[src/rtl/tpu_pkg.sv]
// Shared types and default sizes for the PE-array edge logic.
package tpu_pkg;

  localparam int N_DEF  = 4;
  localparam int W_DEF  = 8;
  localparam int KW_DEF = 8;

  typedef enum logic [2:0] {
    IDLE  = 3'd0,
    CLEAR = 3'd1,
    FEED  = 3'd2,
    FLUSH = 3'd3,
    DRAIN = 3'd4,
    DONE  = 3'd5
  } feeder_state_t;

endpackage

[src/rtl/systolic_feeder_skew_line.sv]
// Fixed-depth register delay used to skew one operand lane; DEPTH=0 is a wire.
module skew_line #(
  parameter int DEPTH = 1,
  parameter int W     = 8
) (
  input  logic         clk,
  input  logic         reset,
  input  logic         clear,
  input  logic [W-1:0] din,
  output logic [W-1:0] dout
);

  generate
    if (DEPTH == 0) begin : g_wire
      logic unused_ok;
      assign unused_ok = ^{clk, reset, clear};
      assign dout      = din;
    end else begin : g_regs
      logic [W-1:0] stage [DEPTH];

      always_ff @(posedge clk) begin
        if (reset || clear) begin
          for (int s = 0; s < DEPTH; s++) stage[s] <= '0;
        end else begin
          stage[0] <= din;
          for (int s = 1; s < DEPTH; s++) stage[s] <= stage[s-1];
        end
      end

      assign dout = stage[DEPTH-1];
    end
  endgenerate

endmodule

[src/rtl/systolic_feeder.sv]
// Transmit side of the PE-array edge: skews A/B lanes onto the array and sequences clear/flush/drain.
// Optional FEEDER_STALL_CNT_EN adds stall_cnt, a saturating count of FEED cycles without in_valid.
//
// state | meaning
// IDLE  | waiting for start
// CLEAR | one-cycle array reset before the job
// FEED  | accepting operand beats, pushing them into the skew lines
// FLUSH | pushing zeros for 2N-1 cycles until the last beat reaches PE(N-1,N-1)
// DRAIN | arr_through for N cycles, accumulators shift out the bottom edge
// DONE  | one-cycle done pulse
module systolic_feeder
  import tpu_pkg::*;
#(
  parameter int N  = N_DEF,
  parameter int W  = W_DEF,
  parameter int KW = KW_DEF
) (
  input  logic           clk,
  input  logic           reset,
  input  logic           start,
  input  logic [KW-1:0]  k_len,
  input  logic           in_valid,
  output logic           in_ready,
  input  logic [N*W-1:0] a_vec,
  input  logic [N*W-1:0] b_vec,
  output logic [N*W-1:0] left_out,
  output logic [N*W-1:0] top_out,
  output logic           arr_reset,
  output logic           arr_through,
  output logic           busy,
  output logic           done
`ifdef FEEDER_STALL_CNT_EN
  ,
  output logic [15:0]    stall_cnt
`endif
);

  localparam int            TW        = $clog2(2 * N);
  localparam logic [TW-1:0] FLUSH_LEN = TW'(2 * N - 2);
  localparam logic [TW-1:0] DRAIN_LEN = TW'(N - 1);

  feeder_state_t state, state_nxt;
  logic [KW-1:0] beat_cnt;
  logic [TW-1:0] tmr;
  logic          hs;
  logic          skew_clr;
  logic          tmr_tc;

  assign hs       = in_valid && (state == FEED);
  assign skew_clr = (state != FEED) && (state != FLUSH);
  assign tmr_tc   = (tmr == '0);

  always_comb begin
    state_nxt = state;
    case (state)
      IDLE:    if (start) state_nxt = CLEAR;
      CLEAR:   state_nxt = (beat_cnt == '0) ? DRAIN : FEED;
      FEED:    if (hs && (beat_cnt == KW'(1))) state_nxt = FLUSH;
      FLUSH:   if (tmr_tc) state_nxt = DRAIN;
      DRAIN:   if (tmr_tc) state_nxt = DONE;
      DONE:    state_nxt = IDLE;
      default: state_nxt = IDLE;
    endcase
  end

  always_ff @(posedge clk) begin
    if (reset) begin
      state    <= IDLE;
      beat_cnt <= '0;
      tmr      <= '0;
    end else begin
      state <= state_nxt;

      if (state == IDLE && start) beat_cnt <= k_len;
      else if (hs)                beat_cnt <= beat_cnt - 1'b1;

      // Phase timer is loaded on entry and counts down to terminal count.
      if (state_nxt == FLUSH && state != FLUSH)      tmr <= FLUSH_LEN;
      else if (state_nxt == DRAIN && state != DRAIN) tmr <= DRAIN_LEN;
      else if (!tmr_tc)                              tmr <= tmr - 1'b1;
    end
  end

  assign in_ready    = (state == FEED);
  assign arr_reset   = (state == CLEAR);
  assign arr_through = (state == DRAIN);
  assign busy        = (state != IDLE);
  assign done        = (state == DONE);

  // Lane i sees i skew registers plus the output register; bubbles push zeros.
  for (genvar i = 0; i < N; i++) begin : g_lane
    logic [W-1:0] a_in, b_in, a_dly, b_dly, left_r, top_r;

    assign a_in = hs ? a_vec[i*W +: W] : '0;
    assign b_in = hs ? b_vec[i*W +: W] : '0;

    skew_line #(.DEPTH(i), .W(W)) u_skew_a (
      .clk   (clk),
      .reset (reset),
      .clear (skew_clr),
      .din   (a_in),
      .dout  (a_dly)
    );

    skew_line #(.DEPTH(i), .W(W)) u_skew_b (
      .clk   (clk),
      .reset (reset),
      .clear (skew_clr),
      .din   (b_in),
      .dout  (b_dly)
    );

    always_ff @(posedge clk) begin
      if (reset || skew_clr) begin
        left_r <= '0;
        top_r  <= '0;
      end else begin
        left_r <= a_dly;
        top_r  <= b_dly;
      end
    end

    assign left_out[i*W +: W] = left_r;
    assign top_out[i*W +: W]  = top_r;
  end

`ifdef FEEDER_STALL_CNT_EN
  always_ff @(posedge clk) begin
    if (reset || state == CLEAR) begin
      stall_cnt <= '0;
    end else if (state == FEED && !in_valid && stall_cnt != 16'hFFFF) begin
      stall_cnt <= stall_cnt + 16'd1;
    end
  end
`endif

endmodule

[config.mk]
export PLATFORM = sky130hd
export DESIGN_NAME = systolic_feeder
export DESIGN_NICKNAME = d
export VERILOG_FILES = /design/src/rtl/tpu_pkg.sv /design/src/rtl/systolic_feeder_skew_line.sv /design/src/rtl/systolic_feeder.sv
export SDC_FILE = /design/constraint.sdc
export NUM_CORES = 1
export LEC_CHECK = 0
export BUFFER_PORTS_ARGS = -buffer_cell sky130_fd_sc_hd__buf_2
export CAP_MARGIN = 20
export CORE_MARGIN = 10
export CORE_UTILIZATION = 40
export CTS_BUF_LIST = sky130_fd_sc_hd__clkbuf_16
export DETAILED_ROUTE_END_ITERATION = 16
export GPL_TIMING_DRIVEN = 0
export PLACE_DENSITY = 0.73
export REMOVE_ABC_BUFFERS = 1
export SYNTH_ARGS = -nofsm -noshare
export SYNTH_HDL_FRONTEND = slang
export SYNTH_HIERARCHICAL = 1
export SYNTH_SLANG_ARGS = --single-unit
[constraint.sdc]
create_clock -name clk -period 2.6 [get_ports clk]
set_input_delay 0.52 -clock clk [delete_from_list [all_inputs] [get_ports clk]]
set_output_delay 0.52 -clock clk [all_outputs]
set_load 0.1 [all_outputs]
# Word-level counts from Yosys, hierarchy flattened
# Memories as Yosys holds them, arrays and structs flattened. A register that Yosys moved wholly into a read port is not among the register bits.
# Index checks and enable logic that the tools add are counted.
# op_classes
addsub	2
n_eq_ne	13
reduce_logical	16
n_bitwise	11
muxes	34
# op_table
cell	n
8-bit two-way mux	20
3-bit two-way mux	8
8-bit OR reduction	2
3-bit one-hot mux with 5 select lines	1
1-bit bitwise OR	10
3-bit by 2-bit equality test with 1-bit output (second input constant)	3
3-bit equality test (second input constant)	3
8-bit by 1-bit equality test with 1-bit output (second input constant)	1
8-bit zero test	1
8-bit by 1-bit subtractor with 8-bit output (second input constant)	1
1-bit logical AND	6
3-bit zero test	2
3-bit by 2-bit inequality test with 1-bit output (second input constant)	2
1-bit two-way mux	5
2-bit OR reduction	2
3-bit by 1-bit equality test with 1-bit output (second input constant)	1
3-bit by 1-bit inequality test with 1-bit output (second input constant)	1
3-bit inequality test (second input constant)	1
3-bit nonzero test	1
3-bit by 1-bit subtractor with 3-bit output (second input constant)	1
2-bit by 1-bit inequality test with 1-bit output (second input constant)	1
2-bit nonzero test	1
1-bit logical OR	1
1-bit NOT	1
# totals
output_inout_bits	69
mem_bits_rw	96
regBits	30
memories	6
wordCells	88
input_bits	76
# mem_list
name	depth	width	read_ports	rd_clocked_by_memory_dff	wr	line	rtl
g_lane[3].u_skew_a.g_regs.stage	3	8	3	1	3	systolic_feeder_skew_line.sv:19	logic [W-1:0] stage [DEPTH];
g_lane[3].u_skew_b.g_regs.stage	3	8	3	1	3	systolic_feeder_skew_line.sv:19	
g_lane[2].u_skew_a.g_regs.stage	2	8	2	1	2	systolic_feeder_skew_line.sv:19	
g_lane[2].u_skew_b.g_regs.stage	2	8	2	1	2	systolic_feeder_skew_line.sv:19	
g_lane[1].u_skew_a.g_regs.stage	1	8	1	1	1	systolic_feeder_skew_line.sv:19	
g_lane[1].u_skew_b.g_regs.stage	1	8	1	1	1	systolic_feeder_skew_line.sv:19	

# Logic depth before layout (Yosys ltp)
# Gate-level depths: netlist of the first run.
# depth
ltp_word	9
mapped_depth	7
ltp_nobuf	6

# Modules after synthesis
# The synthesis of the first run kept the hierarchy.
# by_module_without_submodules
module	seq_area_each_um2	area_per_inst_um2	n_inst	cells_per_inst
systolic_feeder	1561.5	3022.9	1	311
skew_line at g_lane[3].u_skew_a ...	480.5	865.8	2	60
skew_line at g_lane[2].u_skew_a ...	320.3	604.3	2	44
skew_line at g_lane[1].u_skew_a ...	160.2	282.8	2	18
skew_line at g_lane[0].u_skew_a ...	0.0	60.1	2	8

# Worst setup path after synthesis of the first run
# OpenSTA, ideal clock, no wires.
# synth_timing
path_kind	register to register
from	register state[1]
to	register tmr[2]
stages_incl_launch_ff	6
arrival_time_ns	3.265
path_slack_ns	-0.799
synth_period_minus_slack_ns	3.399
path_buffers	1
setup_ns	0.134
path_cell_list	dfxtp_1 clkbuf_1 nor3b_1 nand3_1 nand2_1 a21oi_1
# synth_between
word_cells_on_any_way	21
# synth_rtl
element	line	rtl
start: declaration	systolic_feeder.sv:42	feeder_state_t state, state_nxt;
start signal: assignment	systolic_feeder.sv:72	state <= state_nxt;
3-bit by 1-bit equality test with 1-bit output (*)	n/a	
named net arr_reset	systolic_feeder.sv:28	output logic arr_reset,
3-bit one-hot mux with 5 select lines (*)	systolic_feeder.sv:55	case (state)
3-bit equality test	systolic_feeder.sv:79	else if (state_nxt == DRAIN && state != DRAIN) tmr <= DRAIN_LEN;
1-bit logical AND	systolic_feeder.sv:79	
3-bit two-way mux	systolic_feeder.sv:79	
3-bit two-way mux	systolic_feeder.sv:78	if (state_nxt == FLUSH && state != FLUSH) tmr <= FLUSH_LEN;
end signal: assignment	systolic_feeder.sv:80	else if (!tmr_tc) tmr <= tmr - 1'b1;
end: declaration	systolic_feeder.sv:44	logic [TW-1:0] tmr;
# Mark *: on every way through the listed nets, which the timed path passes. The rest lies on a longest branch.
# A chain may end at the register's enable or synchronous reset.

# Worst setup path after layout of the first run
# layout_timing
from	register state[1]
to	output in_ready
# layout_between
elab_chain_len	1
# layout_lines
element	line	rtl
3-bit by 2-bit equality test with 1-bit output	systolic_feeder.sv:84	assign in_ready = (state == FEED);
end: declaration	systolic_feeder.sv:23	output logic in_ready,
# No other way between the ends.

==> run metrics, run 1 <==
status finished clean; DP HPWL 7730 µm; Non-Filler Instances 883; row cnt 47; placed inst area 7040 µm²; # clock sinks 174; vias in the first global route 3939; sequential area share after synthesis 0.524; cell area power density 762 nW/µm²; critical path endpoint category output port; maxcap violations 0; Least-Margin Pin Slew 0.812 ns; PortBufs 144; max incr delay on CP 0.54 ns; Die Ht 149 µm; Die W 149 µm; Synth Cell Area 6650 µm²; pre-CTS setup slack 0.119 ns; htree depth 4; Crit-path slowest cell dfxtp_2; Seq. cell area 3480 µm²; Hold Worst Slack 0.389 ns; fin crit share 0.907; GPL Wtd Cong 0.773; Syn-to-layout area delta 13.9%; FILL cells 1557; vias per cell 4.36; Bufs and invs on worst path 1; Final Max Slew Viols 0; commonest non-fill, non-tap cells in the layout 173 x dfxtp_1, 143 x buf_2, 128 x and2_1; post-route clock skew 0.00934 ns; Top delay family on crit path flip-flops; WL final 12300 µm; die area 22200 µm²; I/O pin cnt 145; fin util 0.460; post-synthesis cell type count 38; Initial Utilization 0.404; final setup fails 0; multi-input logic area 2470 µm²; post-layout min period 2.36 ns; clock root buffer clkbuf_16; ratio of cells with drive above 1 in the final layout 0.391; Final Cell Area 7580 µm²; first-pass GRT wire length 19800 µm; Avg Synthesized Cell Area 11.6 µm²; area of the core 16500 µm²; CTS tree done; Peak Freq 424 MHz; Fin. Hold Viols 0; worst hold path type in2reg; RSZ-0062 raised after global routing no; Tot GR Track Use 0.111; post-route setup slack 0.243 ns; cell count after synthesis 571; most common cell after layout, fill and taps aside dfxtp_1; Static Leak 3.03 nW; CTS Buf Count 17; CP Launch Type register; GRT overflow 0; Routed WL per cell 13.9 µm; Post-Place Cells 850; Clk pin slew, worst setup/hold paths 0.06 ns; antenna violations before repair 0; crit path kind reg2out; setup TNS 0 ns; yosys warns 6; total power 5.77 mW; DR pass1 iterations 4; Worst VDD drop 0.419 mV; Nets 731; Worst Path Max Fanout 23; data arrival time at the worst-slack endpoint 1.84 ns; worst skew pair latency 0.41 ns; Vias 3848; DRC viols 0; worst path required time 2.08 ns; # diodes 0; Clock Tree Buf Depth 2; largest net degree at the start of global routing 76; Detail Route Antenna Nets 0; initial detailed-routing violation count 117; synthesized flop and latch total 174; worst relative slew slack 0.459; crit path cell chain nand2b_4 -> nor2_1 -> buf_2
==> cells by family after synthesis <==
| family | synth area share |
|---|---|
| xor gates and xnor gates | 0.00922 |
| AOI/OAI and AO/OA | 0.0184 |
| DFF | 0.524 |
| buffers and inverters | 0.108 |
| muxes | 0.00470 |
| and+or+nand+nor | 0.326 |
| adders and majority gates | 0.00941 |
==> cells in the mapped netlist (all sizes together) <==
| master | count | area (µm²) |
|---|---|---|
| a2111oi | 1 | 15.0 |
| a211oi | 6 | 50.1 |
| a21oi | 4 | 20.0 |
| a22o | 1 | 8.76 |
| a31oi | 3 | 18.8 |
| and2 | 128 | 801 |
| and3 | 1 | 6.26 |
| and4bb | 1 | 12.5 |
| buf | 74 | 648 |
| clkbuf | 14 | 52.6 |
| dfxtp | 174 | 3480 |
| ha | 5 | 62.6 |
| inv | 5 | 18.8 |
| mux2 | 1 | 11.3 |
| mux2i | 2 | 20.0 |
| nand2 | 5 | 18.8 |
| nand2b | 3 | 18.8 |
| nand3 | 4 | 20.0 |
| nand3b | 1 | 7.51 |
| nand4 | 3 | 18.8 |
| nand4b | 1 | 8.76 |
| nor2 | 15 | 56.3 |
| nor2b | 3 | 18.8 |
| nor3 | 2 | 10.0 |
| nor3b | 99 | 1120 |
| nor4 | 2 | 12.5 |
| nor4b | 1 | 8.76 |
| o21ai | 2 | 10.0 |
| or3 | 2 | 12.5 |
| or4b | 1 | 13.8 |
| xnor2 | 2 | 17.5 |
| xor2 | 5 | 43.8 |
==> layer usage <==
layer	track usage	routed length, µm
met1	0.132	5690
met2	0.177	5580
met3	0.0443	810
met4	0.0422	191
met5	0	0
==> layout make-up <==
cell class,count,area share
repair buffers,147,0.106
clock buffers,17,0.0562
well taps,220,0.0363
multi-input cells,305,0.327
inverters,5,0.00248
flip-flops and latches,174,0.460
clock inverters,15,0.0127
==> tightest hold or removal path: cells and delay by family <==
family / cells / cell delay, ns
AOI/OAI and AO/OA: 1 / 0.05
buffers and inverters: 1 / 0.09
and+or+nand+nor: 1 / 0.09
==> final timing paths <==
kind	startpoint	endpoint	slack [ns]	cells past startpoint
worst min register to register	g_lane[2].u_skew_b/g_regs.stage[0][12]$_SDFF_PP0_	g_lane[2].top_r[4]$_SDFF_PP0_	0.42	1
worst max-delay path	state[1]$_SDFF_PP0_	in_ready	0.24	3
worst min-delay path	k_len[4]	beat_cnt[4]$_SDFFE_PP0P_	0.39	3
worst max register to register	state[2]$_SDFF_PP0_	g_lane[2].left_r[5]$_SDFF_PP0_	0.49	5
==> registers in the layout, summed over array words and instances, names as in the netlist <==
signal,cells
g_lane.u_skew_a/g_regs.stage,48
g_lane.u_skew_b/g_regs.stage,48
g_lane.left_r,32
g_lane.top_r,32
beat_cnt,8
state,3
tmr,3
==> power breakdown <==
group	internal (mW)	switching [mW]
combinational	0.254	0.479
clock	1.21	1.05
sequential	2.72	0.0577
==> timing repair <==
action                                  CTS  global route
hold endpoints to repair                  0             0
resized for setup                         1             0
hold buffers                              0             0
setup buffers                             0             0
endpoints found under the setup margin    1             0
Power figures use the tool's default switching activity.
==> inputs of run 2 (changes only) <==
Settings changed: CORE_ASPECT_RATIO set to 0.9, CORE_UTILIZATION 40 to 30, PLACE_DENSITY 0.73 to 0.6.
==> run metrics, run 2 (synthesis gave the netlist of run 1 again) <==
cell area power density 781 nW/µm²; Seq. cell area 3480 µm²; Hold Path Sink beat_cnt[5]$_SDFFE_PP0P_; I/O pin cnt 145; CTS-repair resized insts 1; Min-Delay Path Depth 3; final setup fails 0; vias in the first global route 3844; fin crit share 0.938; worst hold path type in2reg; R2R depth 4; vias per cell 4.06; worst path required time 2.08 ns; Static Leak 3.06 nW; worst relative slew slack 0.432; first-pass GRT wire length 21300 µm; data arrival time at the worst-slack endpoint 1.92 ns; GPL Wtd Cong 0.718; total setup buffers inserted after CTS 0; status finished clean; pre-CTS setup slack 0.199 ns; Worst Path Max Fanout 24; Peak Freq 410 MHz; most common cell after layout, fill and taps aside dfxtp_1; area of the core 21700 µm²; GRT overflow 0; Final Max Slew Viols 0; Die W 177 µm; # clock sinks 174; leading registers by flop count g_lane.u_skew_a/g_regs.stage: 48 flops, g_lane.u_skew_b/g_regs.stage: 48 flops; Crit-path slowest cell dfxtp_2; Tot GR Track Use 0.0933; CTS Buf Count 17; DR pass1 iterations 4; Fin. Hold Viols 0; CTS tree done; DRC viols 0; die area 28500 µm²; Least-Margin Pin Slew 0.852 ns; Initial Utilization 0.306; critical path endpoint category output port; FILL cells 2188; reg2reg end beat_cnt[6]$_SDFFE_PP0P_; reg-to-reg slack, setup 0.46 ns; largest net degree at the start of global routing 76; placed inst area 7130 µm²; # diodes 0; Routed WL per cell 13.9 µm; HP Start k_len[5]; max incr delay on CP 0.56 ns; RSZ-0062 raised after global routing no; Non-Filler Instances 954; Syn-to-layout area delta 16.2%; crit path cell chain nand2b_4 -> nor2_1 -> buf_2; post-route clock skew 0.0125 ns; worst skew pair latency 0.42 ns; crit path kind reg2out; CP Launch Type register; Final Cell Area 7720 µm²; Die Ht 161 µm; commonest non-fill, non-tap cells in the layout 173 x dfxtp_1, 143 x buf_2, 128 x and2_1; multi-input logic area 2470 µm²; Post-CTS Hold Fix Bufs 0; post-layout min period 2.44 ns; Vias 3871; Detail Route Antenna Nets 0; DP HPWL 8210 µm; ratio of cells with drive above 1 in the final layout 0.397; clock root buffer clkbuf_16; fin util 0.356; WL final 13300 µm; post-route setup slack 0.161 ns; antenna violations before repair 0; htree depth 4; PortBufs 144; Post-Place Cells 921; Nets 731; initial detailed-routing violation count 135; Worst VDD drop 0.375 mV; Clock Tree Buf Depth 2; Clk pin slew, worst setup/hold paths 0.07 ns; maxcap violations 0; row cnt 51; Critical R2R Launch state[2]$_SDFF_PP0_
[run 2: cell count changes in the layout (fill, tap and decap cells not counted)]
cell       before  now
bufinv_16       0    1
clkinv_1        4    1
clkinv_2        2    1
clkinv_8        0    1
inv_1           6    5
inv_8           0    3
[run 2: final cells by class]
class,count,area share
repair buffers,147,0.104
multi-input cells,305,0.320
clock buffers,17,0.0551
well taps,291,0.0471
flip-flops and latches,174,0.451
inverters,5,0.00243
clock inverters,15,0.0202
[run 2: critical path: cells and delay by family, from the launching register on]
family	cells	cell delay [ns]
DFF	1	0.56
buffers and inverters	1	0.44
and+or+nand+nor	2	0.48
[run 2: worst max-delay path by stage]
stage | from | endpoint | slack, ns | depth (start not counted)
2_1_floorplan | state[2]$_SDFF_PP0_ | g_lane[0].left_r[0]$_SDFF_PP0_ | -3.01 | 3
3_3_place_gp | state[2]$_SDFF_PP0_ | g_lane[2].left_r[0]$_SDFF_PP0_ | -7.81 | 3
3_5_place_dp | state[1]$_SDFF_PP0_ | g_lane[2].left_r[0]$_SDFF_PP0_ | 0.20 | 4
4_1_cts | state[1]$_SDFF_PP0_ | in_ready | 0.07 | 3
5_1_grt | state[1]$_SDFF_PP0_ | in_ready | 0.04 | 3
6_report | state[1]$_SDFF_PP0_ | in_ready | 0.16 | 3
[run 2: power breakdown]
part	internal [mW]	switching [mW]
logic	0.256	0.489
clock network	1.36	1.15
registers	2.72	0.0586
total	4.33	1.70
[run 2: metrics by stage]
step / hold WS [ns] / TNS (ns) / total power [mW]
after floorplan: 0.406 / -305.94 / 3.31
after global placement: 0.408 / -745.17 / 3.53
after detailed placement: 0.410 / 0 / 3.58
after CTS: 0.360 / 0 / 6.16
after global routing: 0.377 / 0 / 6.33
final: 0.387 / 0 / 6.03
[run 2: routing by layer]
metal  track usage  routed length (µm)
met1         0.120                6550
met2         0.140                5740
met5             0                   0
met3        0.0382                 873
met4        0.0263                 108
==> inputs of run 3 (changes only) <==
Settings changed: CORE_MARGIN 10 to 2.
==> run metrics, run 3 (synthesis gave the netlist of run 1 again) <==
status finished clean; Crit-path slowest cell dfxtp_1; antenna violations before repair 0; htree depth 4; Worst Path Max Fanout 22; area of the core 21700 µm²; Min-Delay Path Depth 3; vias per cell 4.10; Fin. Hold Viols 0; worst skew pair latency 0.42 ns; ratio of cells with drive above 1 in the final layout 0.395; I/O pin cnt 145; initial detailed-routing violation count 192; Nets 731; Least-Margin Pin Slew 0.847 ns; Tot GR Track Use 0.112; HP Start k_len[4]; CP Launch Type register; fin crit share 0.935; CTS tree done; commonest non-fill, non-tap cells in the layout 173 x dfxtp_1, 143 x buf_2, 128 x and2_1; largest net degree at the start of global routing 76; fin util 0.359; # clock sinks 174; post-route clock skew 0.0112 ns; clock root buffer clkbuf_16; Post-CTS Hold Fix Bufs 0; Vias 3908; die area 23400 µm²; Hold Path Sink beat_cnt[4]$_SDFFE_PP0P_; Final Max Slew Viols 0; post-route setup slack 0.170 ns; R2R depth 3; DR pass1 iterations 4; Clock Tree Buf Depth 2; first-pass GRT wire length 20500 µm; Die Ht 145 µm; data arrival time at the worst-slack endpoint 1.91 ns; max incr delay on CP 0.62 ns; critical path endpoint category output port; crit path cell chain nand2b_4 -> nor2_1 -> buf_2; reg2reg end state[0]$_SDFF_PP0_; GPL Wtd Cong 0.716; worst hold path type in2reg; worst relative slew slack 0.435; worst path required time 2.08 ns; most common cell after layout, fill and taps aside dfxtp_1; GRT overflow 0; PortBufs 144; Initial Utilization 0.306; post-layout min period 2.43 ns; Clk pin slew, worst setup/hold paths 0.07 ns; pre-CTS setup slack 0.229 ns; Worst VDD drop 0.251 mV; # diodes 0; vias in the first global route 3809; final setup fails 0; row cnt 51; Top delay family on crit path flip-flops; DP HPWL 7170 µm; crit path kind reg2out; Detail Route Antenna Nets 0; Critical R2R Launch state[2]$_SDFF_PP0_; Static Leak 3.09 nW; Bufs and invs on worst path 1; total setup buffers inserted after CTS 0; Syn-to-layout area delta 17.0%; Die W 161 µm; leading registers by flop count g_lane.u_skew_a/g_regs.stage: 48 flops, g_lane.u_skew_b/g_regs.stage: 48 flops; cell area power density 807 nW/µm²; Peak Freq 412 MHz; Routed WL per cell 13.1 µm; reg-to-reg slack, setup 0.44 ns; DRC viols 0; WL final 12500 µm; placed inst area 7130 µm²; FILL cells 2197; Final Cell Area 7780 µm²; maxcap violations 0; RSZ-0062 raised after global routing no; CTS Buf Count 17
## run 3: timing repair
action / CTS / global route
gates resized for setup: 1 / 0
endpoints found under the hold margin: 0 / 0
setup endpoints to repair: 1 / 0
## run 3: through the flow
step | hold WS (ns) | TNS, ns | cells | power, mW
2_1_floorplan | 0.406 | -305.94 | 483 | 3.31
3_3_place_gp | 0.408 | -757.65 | 918 | 3.53
3_5_place_dp | 0.410 | 0 | 921 | 3.58
4_1_cts | 0.370 | 0 | 954 | 6.39
5_1_grt | 0.389 | 0 | 954 | 6.61
6_report | 0.391 | 0 | 954 | 6.28
## run 3: worst max-delay path by stage
stage                                   start                             end  slack (ns)  cells after the start
final                     state[2]$_SDFF_PP0_                        in_ready        0.17                      3
after global routing      state[2]$_SDFF_PP0_                        in_ready        0.04                      3
after CTS                 state[2]$_SDFF_PP0_                        in_ready        0.09                      3
after detailed placement  state[1]$_SDFF_PP0_  g_lane[0].left_r[6]$_SDFF_PP0_        0.23                      4
after global placement    state[2]$_SDFF_PP0_  g_lane[0].left_r[6]$_SDFF_PP0_       -7.97                      3
after floorplan           state[2]$_SDFF_PP0_  g_lane[0].left_r[0]$_SDFF_PP0_       -3.01                      3
## run 3: routing by layer
metal / track usage / wire, µm / vias up
met3: 0.0337 / 661 / 10
li1: - / - / 1968
met4: 0.0388 / 152 / 0
met1: 0.149 / 6130 / 1817
met2: 0.173 / 5560 / 113
met5: 0 / 0 / -
## run 3: tightest hold or removal path: cells and delay by family
kind,cells,cell delay (ns)
buffers and inverters,1,0.10
AND/OR/NAND/NOR,1,0.10
AO/OA/AOI/OAI,1,0.05
## run 3: report_power, final
| group | internal (mW) | total (mW) | switching, mW |
|---|---|---|---|
| registers | 2.72 | 2.78 | 0.0591 |
| clock network | 1.63 | 2.75 | 1.12 |
| logic | 0.256 | 0.744 | 0.489 |
| total | 4.60 | 6.28 | 1.67 |
## run 3: final cells by class
class	instances	area (µm²)	share of cell area
well taps	291	364	0.0468
flip-flops and latches	174	3480	0.448
inverters	5	18.8	0.00241
repair buffers	147	802	0.103
clock buffers	17	425	0.0547
multi-input cells	305	2470	0.318
clock inverters	15	210	0.0270
